### src/rtl/irq_controller_pkg.sv
// Register offsets, gateway state encodings and address decode helper for irq_controller.
// Shared by irq_gateway and irq_controller; optional edge support is gated by IRQ_EDGE_EN.
package irq_controller_pkg;

  localparam logic [3:0] IRQ_PENDING   = 4'h0;
  localparam logic [3:0] IRQ_ENABLE    = 4'h4;
  localparam logic [3:0] IRQ_CLAIM     = 4'h8;
  localparam logic [3:0] IRQ_EDGE_MODE = 4'hC;

  typedef enum logic [1:0] {
    GW_IDLE = 2'b00,
    GW_PEND = 2'b01,
    GW_SERV = 2'b10
  } gw_state_e;

  // Word-aligned decode: byte-lane bits [1:0] never participate.
  function automatic logic is_reg(input logic [3:0] addr, input logic [3:0] off);
    return addr[3:2] == off[3:2];
  endfunction

endpackage

### src/rtl/irq_gateway.sv
// Per-source gateway: IDLE -> PEND on request, PEND -> SERV on claim, SERV -> IDLE on complete.
// Pending is visible one cycle after the request; edge mode (IRQ_EDGE_EN) adds a rise detector and "again" flag.
module irq_gateway
  import irq_controller_pkg::*;
(
  input  logic clk,
  input  logic rst,
  input  logic src,
  input  logic edge_mode,
  input  logic claim,
  input  logic complete,
  output logic pending
);

  gw_state_e state_q, state_d;
  logic      trig;

`ifdef IRQ_EDGE_EN
  logic prev_q;
  logic again_q, again_d;
  logic rise;

  assign rise = src & ~prev_q;
  assign trig = edge_mode ? (rise | again_q) : src;

  // A rise that arrives while busy is remembered once and replayed on return to IDLE.
  always_comb begin
    again_d = again_q;
    if (state_q == GW_IDLE) begin
      if (trig) again_d = 1'b0;
    end else if (edge_mode && rise) begin
      again_d = 1'b1;
    end
  end

  always_ff @(posedge clk) begin
    if (rst) begin
      prev_q  <= 1'b0;
      again_q <= 1'b0;
    end else begin
      prev_q  <= src;
      again_q <= again_d;
    end
  end
`else
  logic unused_edge_mode;
  assign unused_edge_mode = edge_mode;
  assign trig = src;
`endif

  always_comb begin
    state_d = state_q;
    case (state_q)
      GW_IDLE: if (trig)     state_d = GW_PEND;
      GW_PEND: if (claim)    state_d = GW_SERV;
      GW_SERV: if (complete) state_d = GW_IDLE;
      default:               state_d = GW_IDLE;
    endcase
  end

  always_ff @(posedge clk) begin
    if (rst) state_q <= GW_IDLE;
    else     state_q <= state_d;
  end

  assign pending = (state_q == GW_PEND);

endmodule

### src/rtl/irq_controller.sv
// MMIO interrupt controller: per-source gateways, enables, lowest-ID claim/complete; 1-cycle read latency.
// No backpressure: accesses complete in the cycle presented; EDGE_MODE is writable only with IRQ_EDGE_EN.
module irq_controller
  import irq_controller_pkg::*;
#(
  parameter int N_SRC = 8
) (
  input  logic             clk,
  input  logic             rst,
  input  logic [N_SRC-1:0] src_irq,
  input  logic             mmio_sel,
  input  logic             mmio_read,
  input  logic             mmio_write,
  input  logic [3:0]       mmio_addr,
  input  logic [31:0]      mmio_wdata,
  output logic [31:0]      mmio_rdata,
  output logic             external_int
);

  logic [N_SRC-1:0] enable_q;
  logic [N_SRC-1:0] edge_mode;
  logic [N_SRC-1:0] pend;
  logic [N_SRC-1:0] claim_vec;
  logic [N_SRC-1:0] complete_vec;
  logic [31:0]      claim_id;
  logic [31:0]      rdata_q, rdata_d;
  logic             ext_int_q;
  logic             rd_en, wr_en;
  logic [1:0]       unused_addr;

  assign unused_addr = mmio_addr[1:0];

  // A combined read+write strobe is a write; the read side is suppressed.
  assign wr_en = mmio_sel & mmio_write;
  assign rd_en = mmio_sel & mmio_read & ~mmio_write;

  always_comb begin
    claim_id = '0;
    for (int i = N_SRC - 1; i >= 0; i--) begin
      if (pend[i] && enable_q[i]) claim_id = 32'(i + 1);
    end
  end

  // Completing a source that is not in SERV is dropped inside its gateway.
  always_comb begin
    claim_vec    = '0;
    complete_vec = '0;
    for (int i = 0; i < N_SRC; i++) begin
      claim_vec[i]    = rd_en && is_reg(mmio_addr, IRQ_CLAIM) && (claim_id == 32'(i + 1));
      complete_vec[i] = wr_en && is_reg(mmio_addr, IRQ_CLAIM) && (mmio_wdata == 32'(i + 1));
    end
  end

  for (genvar g = 0; g < N_SRC; g++) begin : g_gw
    irq_gateway u_gw (
      .clk       (clk),
      .rst       (rst),
      .src       (src_irq[g]),
      .edge_mode (edge_mode[g]),
      .claim     (claim_vec[g]),
      .complete  (complete_vec[g]),
      .pending   (pend[g])
    );
  end

`ifdef IRQ_EDGE_EN
  logic [N_SRC-1:0] edge_mode_q;

  always_ff @(posedge clk) begin
    if (rst) edge_mode_q <= '0;
    else if (wr_en && is_reg(mmio_addr, IRQ_EDGE_MODE)) edge_mode_q <= mmio_wdata[N_SRC-1:0];
  end

  assign edge_mode = edge_mode_q;
`else
  assign edge_mode = '0;
`endif

  always_comb begin
    rdata_d = rdata_q;
    if (rd_en) begin
      rdata_d = '0;
      if (is_reg(mmio_addr, IRQ_PENDING))        rdata_d[N_SRC-1:0] = pend;
      else if (is_reg(mmio_addr, IRQ_ENABLE))    rdata_d[N_SRC-1:0] = enable_q;
      else if (is_reg(mmio_addr, IRQ_CLAIM))     rdata_d            = claim_id;
      else if (is_reg(mmio_addr, IRQ_EDGE_MODE)) rdata_d[N_SRC-1:0] = edge_mode;
    end
  end

  always_ff @(posedge clk) begin
    if (rst) begin
      enable_q  <= '0;
      rdata_q   <= '0;
      ext_int_q <= 1'b0;
    end else begin
      if (wr_en && is_reg(mmio_addr, IRQ_ENABLE)) enable_q <= mmio_wdata[N_SRC-1:0];
      rdata_q   <= rdata_d;
      ext_int_q <= |(pend & enable_q);
    end
  end

  assign mmio_rdata   = rdata_q;
  assign external_int = ext_int_q;

endmodule

### config.mk
export PLATFORM = sky130hd
export DESIGN_NAME = irq_controller
export DESIGN_NICKNAME = d
export VERILOG_FILES = /design/src/rtl/irq_controller_pkg.sv /design/src/rtl/irq_gateway.sv /design/src/rtl/irq_controller.sv
export SDC_FILE = /design/constraint.sdc
export NUM_CORES = 1
export LEC_CHECK = 0
export BUFFER_PORTS_ARGS = -buffer_cell sky130_fd_sc_hd__buf_4
export CAP_MARGIN = 20
export CELL_PAD_IN_SITES_DETAIL_PLACEMENT = 1
export CELL_PAD_IN_SITES_GLOBAL_PLACEMENT = 1
export CORE_ASPECT_RATIO = 0.5
export CORE_MARGIN = 2
export CORE_UTILIZATION = 37
export CTS_CLUSTER_DIAMETER = 150
export CTS_CLUSTER_SIZE = 8
export DETAILED_ROUTE_END_ITERATION = 10
export GPL_TIMING_DRIVEN = 0
export PLACE_DENSITY_LB_ADDON = 0.1
export SYNTH_ARGS = -nofsm -noshare
export SYNTH_HDL_FRONTEND = slang
export SYNTH_HIERARCHICAL = 1
export SYNTH_SLANG_ARGS = --single-unit
### constraint.sdc
create_clock -name clk -period 4.64 [get_ports clk]
set_input_delay 0.928 -clock clk [delete_from_list [all_inputs] [get_ports clk]]
set_output_delay 0.928 -clock clk [all_outputs]
set_load 0.01 [all_outputs]
==> results of run 1 <==
==> state kept, by name (all words and copies together), names as in the netlist <==
register,flops
g_gw.u_gw/state_q,16
enable_q,8
mmio_rdata,8
external_int,1
==> cell families after synthesis <==
| group | Yosys count |
|---|---|
| buf+inv | 34 |
| mux | 7 |
| simple gates | 126 |
| other cells | 1 |
| compound gates | 50 |
| flops | 33 |
==> synthesized netlist by cell type (2+ instances only) <==
master | instances | area, µm²
sky130_fd_sc_hd__nor2b_1 | 10 | 62.56
sky130_fd_sc_hd__nor3_1 | 12 | 60.06
sky130_fd_sc_hd__inv_1 | 2 | 7.510
sky130_fd_sc_hd__nor4_2 | 2 | 25.02
sky130_fd_sc_hd__clkbuf_1 | 4 | 15.01
sky130_fd_sc_hd__and3b_1 | 2 | 17.52
sky130_fd_sc_hd__nand4_1 | 2 | 12.51
sky130_fd_sc_hd__a22oi_1 | 3 | 22.52
sky130_fd_sc_hd__a211oi_1 | 8 | 60.06
sky130_fd_sc_hd__a21oi_1 | 23 | 115.1
sky130_fd_sc_hd__a21boi_0 | 2 | 15.01
sky130_fd_sc_hd__nand3_1 | 2 | 10.01
sky130_fd_sc_hd__mux2i_1 | 7 | 70.07
sky130_fd_sc_hd__nor4_1 | 7 | 43.79
sky130_fd_sc_hd__or3b_1 | 8 | 70.07
sky130_fd_sc_hd__buf_6 | 3 | 33.78
sky130_fd_sc_hd__nand2_1 | 27 | 101.4
sky130_fd_sc_hd__a22o_1 | 2 | 17.52
sky130_fd_sc_hd__and2_1 | 3 | 18.77
sky130_fd_sc_hd__buf_4 | 24 | 180.2
sky130_fd_sc_hd__o211ai_1 | 2 | 15.01
sky130_fd_sc_hd__a31oi_1 | 3 | 18.77
sky130_fd_sc_hd__nor3b_1 | 2 | 15.01
sky130_fd_sc_hd__nor2_1 | 12 | 45.04
sky130_fd_sc_hd__nand2b_1 | 16 | 100.1
sky130_fd_sc_hd__dfxtp_1 | 33 | 660.6
sky130_fd_sc_hd__o21ai_0 | 5 | 25.02
sky130_fd_sc_hd__and3_1 | 5 | 31.28
sky130_fd_sc_hd__nand3b_1 | 9 | 67.56
==> report_power, final <==
part	leakage (nW)	total [mW]	switching (mW)	internal (mW)
sequential	0.269	0.302	0.00913	0.293
combinational	0.834	0.121	0.0586	0.0623
clock	0.0439	0.216	0.113	0.104
==> per-layer routing <==
layer,share of wire [%],track usage (%),wire [µm],vias up
li1,-,-,-,1020
met1,48,27.32,2880,968
met2,45,33.36,2690,69
met3,6.6,4.181,395,7
met4,1.0,4.702,63,0
met5,0,0,0,-
==> cells in the final DEF, fill, tap and decap left out, types with 4 or more instances in the layout <==
cell type                   n
sky130_fd_sc_hd__nor4_1     7
sky130_fd_sc_hd__conb_1    24
sky130_fd_sc_hd__nand2b_1  16
sky130_fd_sc_hd__a21oi_1   23
sky130_fd_sc_hd__o21ai_0    5
sky130_fd_sc_hd__mux2i_1    7
sky130_fd_sc_hd__nor3_1    12
sky130_fd_sc_hd__nand2_1   27
sky130_fd_sc_hd__clkbuf_8   5
sky130_fd_sc_hd__or3b_1     8
sky130_fd_sc_hd__dfxtp_1   33
sky130_fd_sc_hd__clkbuf_1   4
sky130_fd_sc_hd__buf_4     76
sky130_fd_sc_hd__nor2_1    12
sky130_fd_sc_hd__and3_1     5
sky130_fd_sc_hd__nand3b_1   9
sky130_fd_sc_hd__nor2b_1   10
sky130_fd_sc_hd__a211oi_1   8
==> how the worst min path moves through the flow <==
stage                                    to  slack (ns)  depth (start not counted)
floorplan           g_gw[0].u_gw/state_q[0]        0.42                          1
CTS                 g_gw[3].u_gw/state_q[0]        0.47                          1
global placement    g_gw[0].u_gw/state_q[0]        0.44                          1
global route        g_gw[6].u_gw/state_q[0]        0.50                          1
finish              g_gw[0].u_gw/state_q[0]        0.47                          1
detailed placement  g_gw[3].u_gw/state_q[0]        0.46                          1
==> area by class of cell <==
cell class | count | area share (%)
buffer | 32 | 8.615
clock buffer | 5 | 2.547
clock inverter | 3 | 0.6484
inverter | 2 | 0.2779
multi-input combinational | 207 | 45.62
sequential | 33 | 24.46
tap | 73 | 3.381
timing repair buffer | 52 | 14.45
==> worst reg2reg max path, stage by stage, from the launching register on <==
cell and delay (ns):
sky130_fd_sc_hd__dfxtp_1 0.38, sky130_fd_sc_hd__nor2b_1 0.38, sky130_fd_sc_hd__a22oi_1 0.19, sky130_fd_sc_hd__a21boi_0 0.52
sky130_fd_sc_hd__a21oi_1 0.13, sky130_fd_sc_hd__nor3_1 0.32, sky130_fd_sc_hd__nand2b_1 0.15, sky130_fd_sc_hd__a211oi_1 0.06
==> flow_metrics.tcl, run 1 <==
set metrics [dict create \
    regArea_um2 660.6 \
    clkSinkCount 33 \
    timing.rr.start "g_gw[4].u_gw/state_q[0]" \
    stdcell_area_um2 2701 \
    clock_tree.buffer_depth 2 \
    area.growth.synth_to_final_pct 31.97 \
    wl_per_cell_um 14.82 \
    ant_nets 0 \
    yosysSeqAreaShare_pct 32.27 \
    tightest_slew_ns 0.6228 \
    placement.setup.worst_slack_ns 1.883 \
    worst_hold_slack_ns 0.4715 \
    track_usage_pct 20.26 \
    unique_masters_post_synth 40 \
    tritoncts "done" \
    routed_wirelength_um 6030 \
    hold_removal_path_class "reg2reg" \
    ioPinCount 82 \
    critical_path.startpoint_type "input pin" \
    slew-limit-headroom_pct 58.10 \
    timing.critical_path.to_type "register" \
    post_cts_resize_count 0 \
    required_ns 4.82 \
    final_period_minus_worst_setup_slack_ns 2.441 \
    wire_length_of_the_first_global_routing_pass_um 9660 \
    cts.reportedPaths.clkPinSlew_ns 0.08 \
    drive_above_1_share_pct 27.84 \
    vias 2064 \
    worst-path-buf-inv 1 \
    design.die.area_um2 6180 \
    worstSetupPathDepth 7 \
    fillCellCount 686 \
    final.setup.tns_ns 0 \
    path_cells "buf_4 > nor4_2 > nand4_4 > nor4_1 > and3_1 > or3b_1 > a21oi_1" \
    hp-start "g_gw[0].u_gw/state_q[1]" \
    detailed_place_hpwl_um 4852 \
    finish.net_count 382 \
    final_max_slew_viol_count 0 \
    finalSetupViolCount 0 \
    root_buffer "sky130_fd_sc_hd__clkbuf_8" \
    clock-skew-final_ns 0.009577 \
    firstDrtPassIters 4 \
    final_global_route_overflow_total 0 \
    critPathMaxFanout 4 \
    timing.critical_path.to "g_gw[7].u_gw/state_q[1]" \
    hold_viol_final 0 \
    synth-edff-count 0 \
    globalplace.congestion 0.8755 \
    num_antenna_cells 0 \
    grt_antenna_before_repair 0 \
    xor_xnor_cell_area_share_of_the_yosys_netlist_pct 0 \
    critPathArrivalTime_ns 2.62 \
    vias_per_cell 5.071 \
    synthesis.area_per_instance_um2 8.155 \
    portBuffers 52 \
    ys_dominant_reg_cell "sky130_fd_sc_hd__dfxtp_1" \
    numCtsBuffers 5 \
    place_inst 399 \
    post-cts-setup-buffers 0 \
    cts_hold_buf 0 \
    setup.worst_path.start "mmio_wdata[11]" \
    postSynth.asyncResetShare_pct 0 \
    die_w_um 109.2 \
    grt_max_degree 18 \
    synth_adder_area_share_pct 0 \
    setup.worst_path.class "in2reg" \
    postLayoutCoreUtil_pct 49.84 \
    reg2reg_setup_slack_ns 2.39 \
    worst_path_dominant_cell_family "simple AND/OR/NAND/NOR gates" \
    combinational_family_with_the_most_area_after_synthesis "simple AND/OR/NAND/NOR gates" \
    grt_pass1_vias 2074 \
    post-route-drc-count 0 \
    start_util_pct 37.77 \
    cell_depth_of_the_worst_flop_to_flop_path 7 \
    multi_input_combinational_cell_area_um2 1232 \
    core_area_um2 5420 \
    timing.critical_path.slowest_cell_delay_ns 0.55 \
    synthesis.yosys.warnings 6 \
    clkLatencyLatePin_ns 0.29 \
    share_of_the_synthesized_area_in_compound_gates_ao_oa_aoi_oai_pct 14.98 \
    multiplexer_area_fraction_after_synthesis_pct 3.423 \
    leakagePower_nw 1.147 \
    dieHeight_um 56.60 \
    synthesis.area_um2 2047 \
    power.density_cell_area_nw_per_um2 236.5 \
    cap_violations 0 \
    synth_simple_gate_area_share_pct 37.41 \
    critPathSlowestCell "sky130_fd_sc_hd__nor4_1" \
    run_status "completed" \
    cts-htree-levels 2 \
    placement.cell_area_um2 2615 \
    synth-seq-cells 33 \
    rsz_0062_raised_after_global_routing "no" \
    dr_iter_0_viols 67 \
    non_filler_cells_final 407 \
    power.ir.vdd_worst_v 0.00008949 \
    regToRegEndpoint "g_gw[4].u_gw/state_q[0]" \
    placementRows 19 \
    synthCells 251 \
    final.period_utilization_pct 52.62 \
    fmax_mhz 409.6 \
    total_power_mw 0.6389 \
    worst_slack_ns 2.199 \
]
(Power assumes the default switching activity.)
==> run 2: changes to the inputs <==
CORE_UTILIZATION = 34   (was 37)
clock period = 2.25 ns   (was 4.64 ns; I/O delays follow)
==> run 2 against run 1 <==
  * Cell area rose by 2.3%
  * Count of clock-buffer cells in the layout is 1 higher
  * Clock skew shrank 0.0059 ns
  * Critical path depth did not move
  * Setup slack worse by 2.0 ns
  * Critical endpoint is now g_gw[5].u_gw/state_q[0]
  * Largest cell class unchanged
  * Worst hold slack worse by 0.035 ns
  * Utilization fell by 0.78 points
  * Via count grew 0.63%
  * Final cell count unchanged
  * Wire length rose by 1.0%
  * Non-clock buffer count is the same
  * First-iteration DRC count rose by 16%
==> flow_metrics.tcl, run 2 (same netlist as run 1, synthesis figures left out) <==
set metrics [dict create \
    reg2reg_setup_slack_ns 0.20 \
    largest_register_ffs 16 \
    design.die.area_um2 6695 \
    clock-skew-final_ns 0.003722 \
    num_antenna_cells 0 \
    cts.reportedPaths.clkPinSlew_ns 0.05 \
    capture_endpoint_of_the_worst_hold_path "enable_q[6]" \
    dr_iter_0_viols 78 \
    ant_nets 0 \
    critPathSlowestCell "sky130_fd_sc_hd__nor3b_1" \
    top_register "g_gw.u_gw/state_q" \
    postLayoutCoreUtil_pct 49.06 \
    grt_pass1_vias 2110 \
    switching_share_pct 25.38 \
    final_period_minus_worst_setup_slack_ns 2.053 \
    track_usage_pct 19.01 \
    grt_max_degree 18 \
    critPathArrivalTime_ns 2.21 \
    slew-limit-headroom_pct 56.61 \
    power.ir.vdd_worst_v 0.0002817 \
    core_area_um2 5634 \
    clkSinkCount 33 \
    globalplace.congestion 0.8397 \
    drive_above_1_share_pct 28.74 \
    cell_depth_of_the_worst_flop_to_flop_path 7 \
    setup.worst_path.start "g_gw[2].u_gw/state_q[0]" \
    portBuffers 52 \
    root_buffer "sky130_fd_sc_hd__clkbuf_16" \
    globalRouteMet3Util_pct 4.428 \
    dieHeight_um 58.87 \
    timing.critical_path.to_type "register" \
    required_ns 2.41 \
    hold_path_depth 3 \
    finish.net_count 382 \
    hold_viol_final 0 \
    post-route-drc-count 0 \
    vias 2077 \
    run_status "completed" \
    start_util_pct 36.33 \
    critical_path.startpoint_type "register" \
    most_frequent_cells_in_the_layout "sky130_fd_sc_hd__buf_4 (76), sky130_fd_sc_hd__dfxtp_1 (33), sky130_fd_sc_hd__nand2_1 (27)" \
    path_cells "nor2b_2 > a22oi_1 > and2_1 > nand4_1 > nor3b_1 > nand2b_1 > a211oi_1" \
    area.growth.synth_to_final_pct 35.02 \
    tritoncts "done" \
    regToRegEndpoint "g_gw[5].u_gw/state_q[0]" \
    placementRows 19 \
    hold_removal_path_class "in2reg" \
    hp-start "mmio_wdata[6]" \
    timing.rr.start "g_gw[2].u_gw/state_q[0]" \
    power_share_of_the_clock_group_pct 42.8 \
    final.period_utilization_pct 91.24 \
    die_w_um 113.7 \
    tightest_slew_ns 0.6448 \
    placement.setup.worst_slack_ns -0.01934 \
    timing.critical_path.slowest_cell_delay_ns 0.37 \
    critPathMaxFanout 5 \
    worst_hold_slack_ns 0.4362 \
    routed_wirelength_um 6091 \
    final_common_cell "sky130_fd_sc_hd__buf_4" \
    wl_per_cell_um 14.97 \
    worst_slack_ns 0.1971 \
    p_seq_share_pct 40.8 \
    use_met1_pct 26.27 \
    wire_length_of_the_first_global_routing_pass_um 9949 \
    detailed_place_hpwl_um 4942 \
    switching_power_mw 0.3881 \
    ioPinCount 82 \
    grtUsageMet2_pct 30.80 \
    setup.worst_path.class "reg2reg" \
    rsz_0062_raised_after_global_routing "no" \
    numCtsBuffers 5 \
    power.density_cell_area_nw_per_um2 553.3 \
    post-cts-setup-buffers 0 \
    final_max_slew_viol_count 0 \
    cap_violations 0 \
    most_crowded_layer_after_global_routing "met2" \
    grt_antenna_before_repair 0 \
    clkLatencyLatePin_ns 0.27 \
    power.internal_mw 1.141 \
    vias_per_cell 5.103 \
    leakagePower_nw 1.176 \
    power.share.combinational_pct 16.4 \
    finalSetupViolCount 0 \
    firstDrtPassIters 4 \
    fmax_mhz 487.1 \
    clock_tree.buffer_depth 2 \
    final_global_route_overflow_total 0 \
    cts-htree-levels 2 \
]
-- run 2: cell types whose count changed in the layout (fill, tap and decap cells not counted) --
cell                         before  now
sky130_fd_sc_hd__a21boi_1         0    2
sky130_fd_sc_hd__a21boi_0         2    0
sky130_fd_sc_hd__nor2b_1         10    6
sky130_fd_sc_hd__clkbuf_1         4    5
sky130_fd_sc_hd__clkinvlp_4       1    0
sky130_fd_sc_hd__clkbuf_16        0    5
sky130_fd_sc_hd__clkbuf_8         5    0
sky130_fd_sc_hd__nor2b_2          0    4
-- run 2: area by class of cell --
type	instances	area (µm²)
plain buffers	32	232.7
clock buffers	6	128.9
clock inverters	2	10.01
fillers	682	2870
inverters	2	7.507
multi-input cells	207	1242
flip-flops and latches	33	660.6
well taps	73	91.34
repair buffers	52	390.4
-- run 2: worst max-delay path by stage --
stage | slack [ns] | cells past startpoint | to
after global routing | 0.02 | 7 | g_gw[0].u_gw/state_q[1]
final | 0.20 | 7 | g_gw[5].u_gw/state_q[0]
after detailed placement | -0.02 | 7 | g_gw[0].u_gw/state_q[1]
after floorplan | 0.38 | 6 | g_gw[2].u_gw/state_q[1]
after global placement | 0.08 | 7 | g_gw[4].u_gw/state_q[1]
after CTS | 0.04 | 7 | g_gw[0].u_gw/state_q[0]
-- run 2: what timing repair did --
action / in CTS / in global routing
hold buffers: 0 / 0
endpoints found under the hold margin: 0 / 0
gates resized for setup: 0 / 6
setup endpoints to repair: 0 / 8
-- run 2: power by group through the flow --
| stage | clock network (mW) | logic [mW] | registers [mW] |
|---|---|---|---|
| global route | 0.700 | 0.275 | 0.628 |
| global placement | 0 | 0.239 | 0.634 |
| detailed placement | 0 | 0.246 | 0.636 |
| floorplan | 0 | 0.140 | 0.633 |
| CTS | 0.669 | 0.247 | 0.623 |
| finish | 0.654 | 0.251 | 0.624 |
-- run 2: metal layers --
layer	vias to the layer above	routed length, µm
li1	1018	-
met1	988	2833
met2	67	2753
met3	4	464
met4	0	40
met5	-	0
-- run 2: worst max-delay path: cells and delay by family (launching register included) --
| family | cells | cell delay (ns) |
|---|---|---|
| AOI/OAI and AO/OA | 2 | 0.38 |
| DFF | 1 | 0.33 |
| and+or+nand+nor | 5 | 1.21 |
-- run 2: per-stage QoR --
step	setup TNS, ns	area [µm²]	instances	power (mW)
4_1_cts	0	2754	407	1.539
5_1_grt	0	2764	407	1.603
3_5_place_dp	-0.03593	2615	399	0.8817
2_1_floorplan	0	2133	274	0.7732
6_report	0	2764	407	1.529
3_3_place_gp	0	2615	399	0.8733
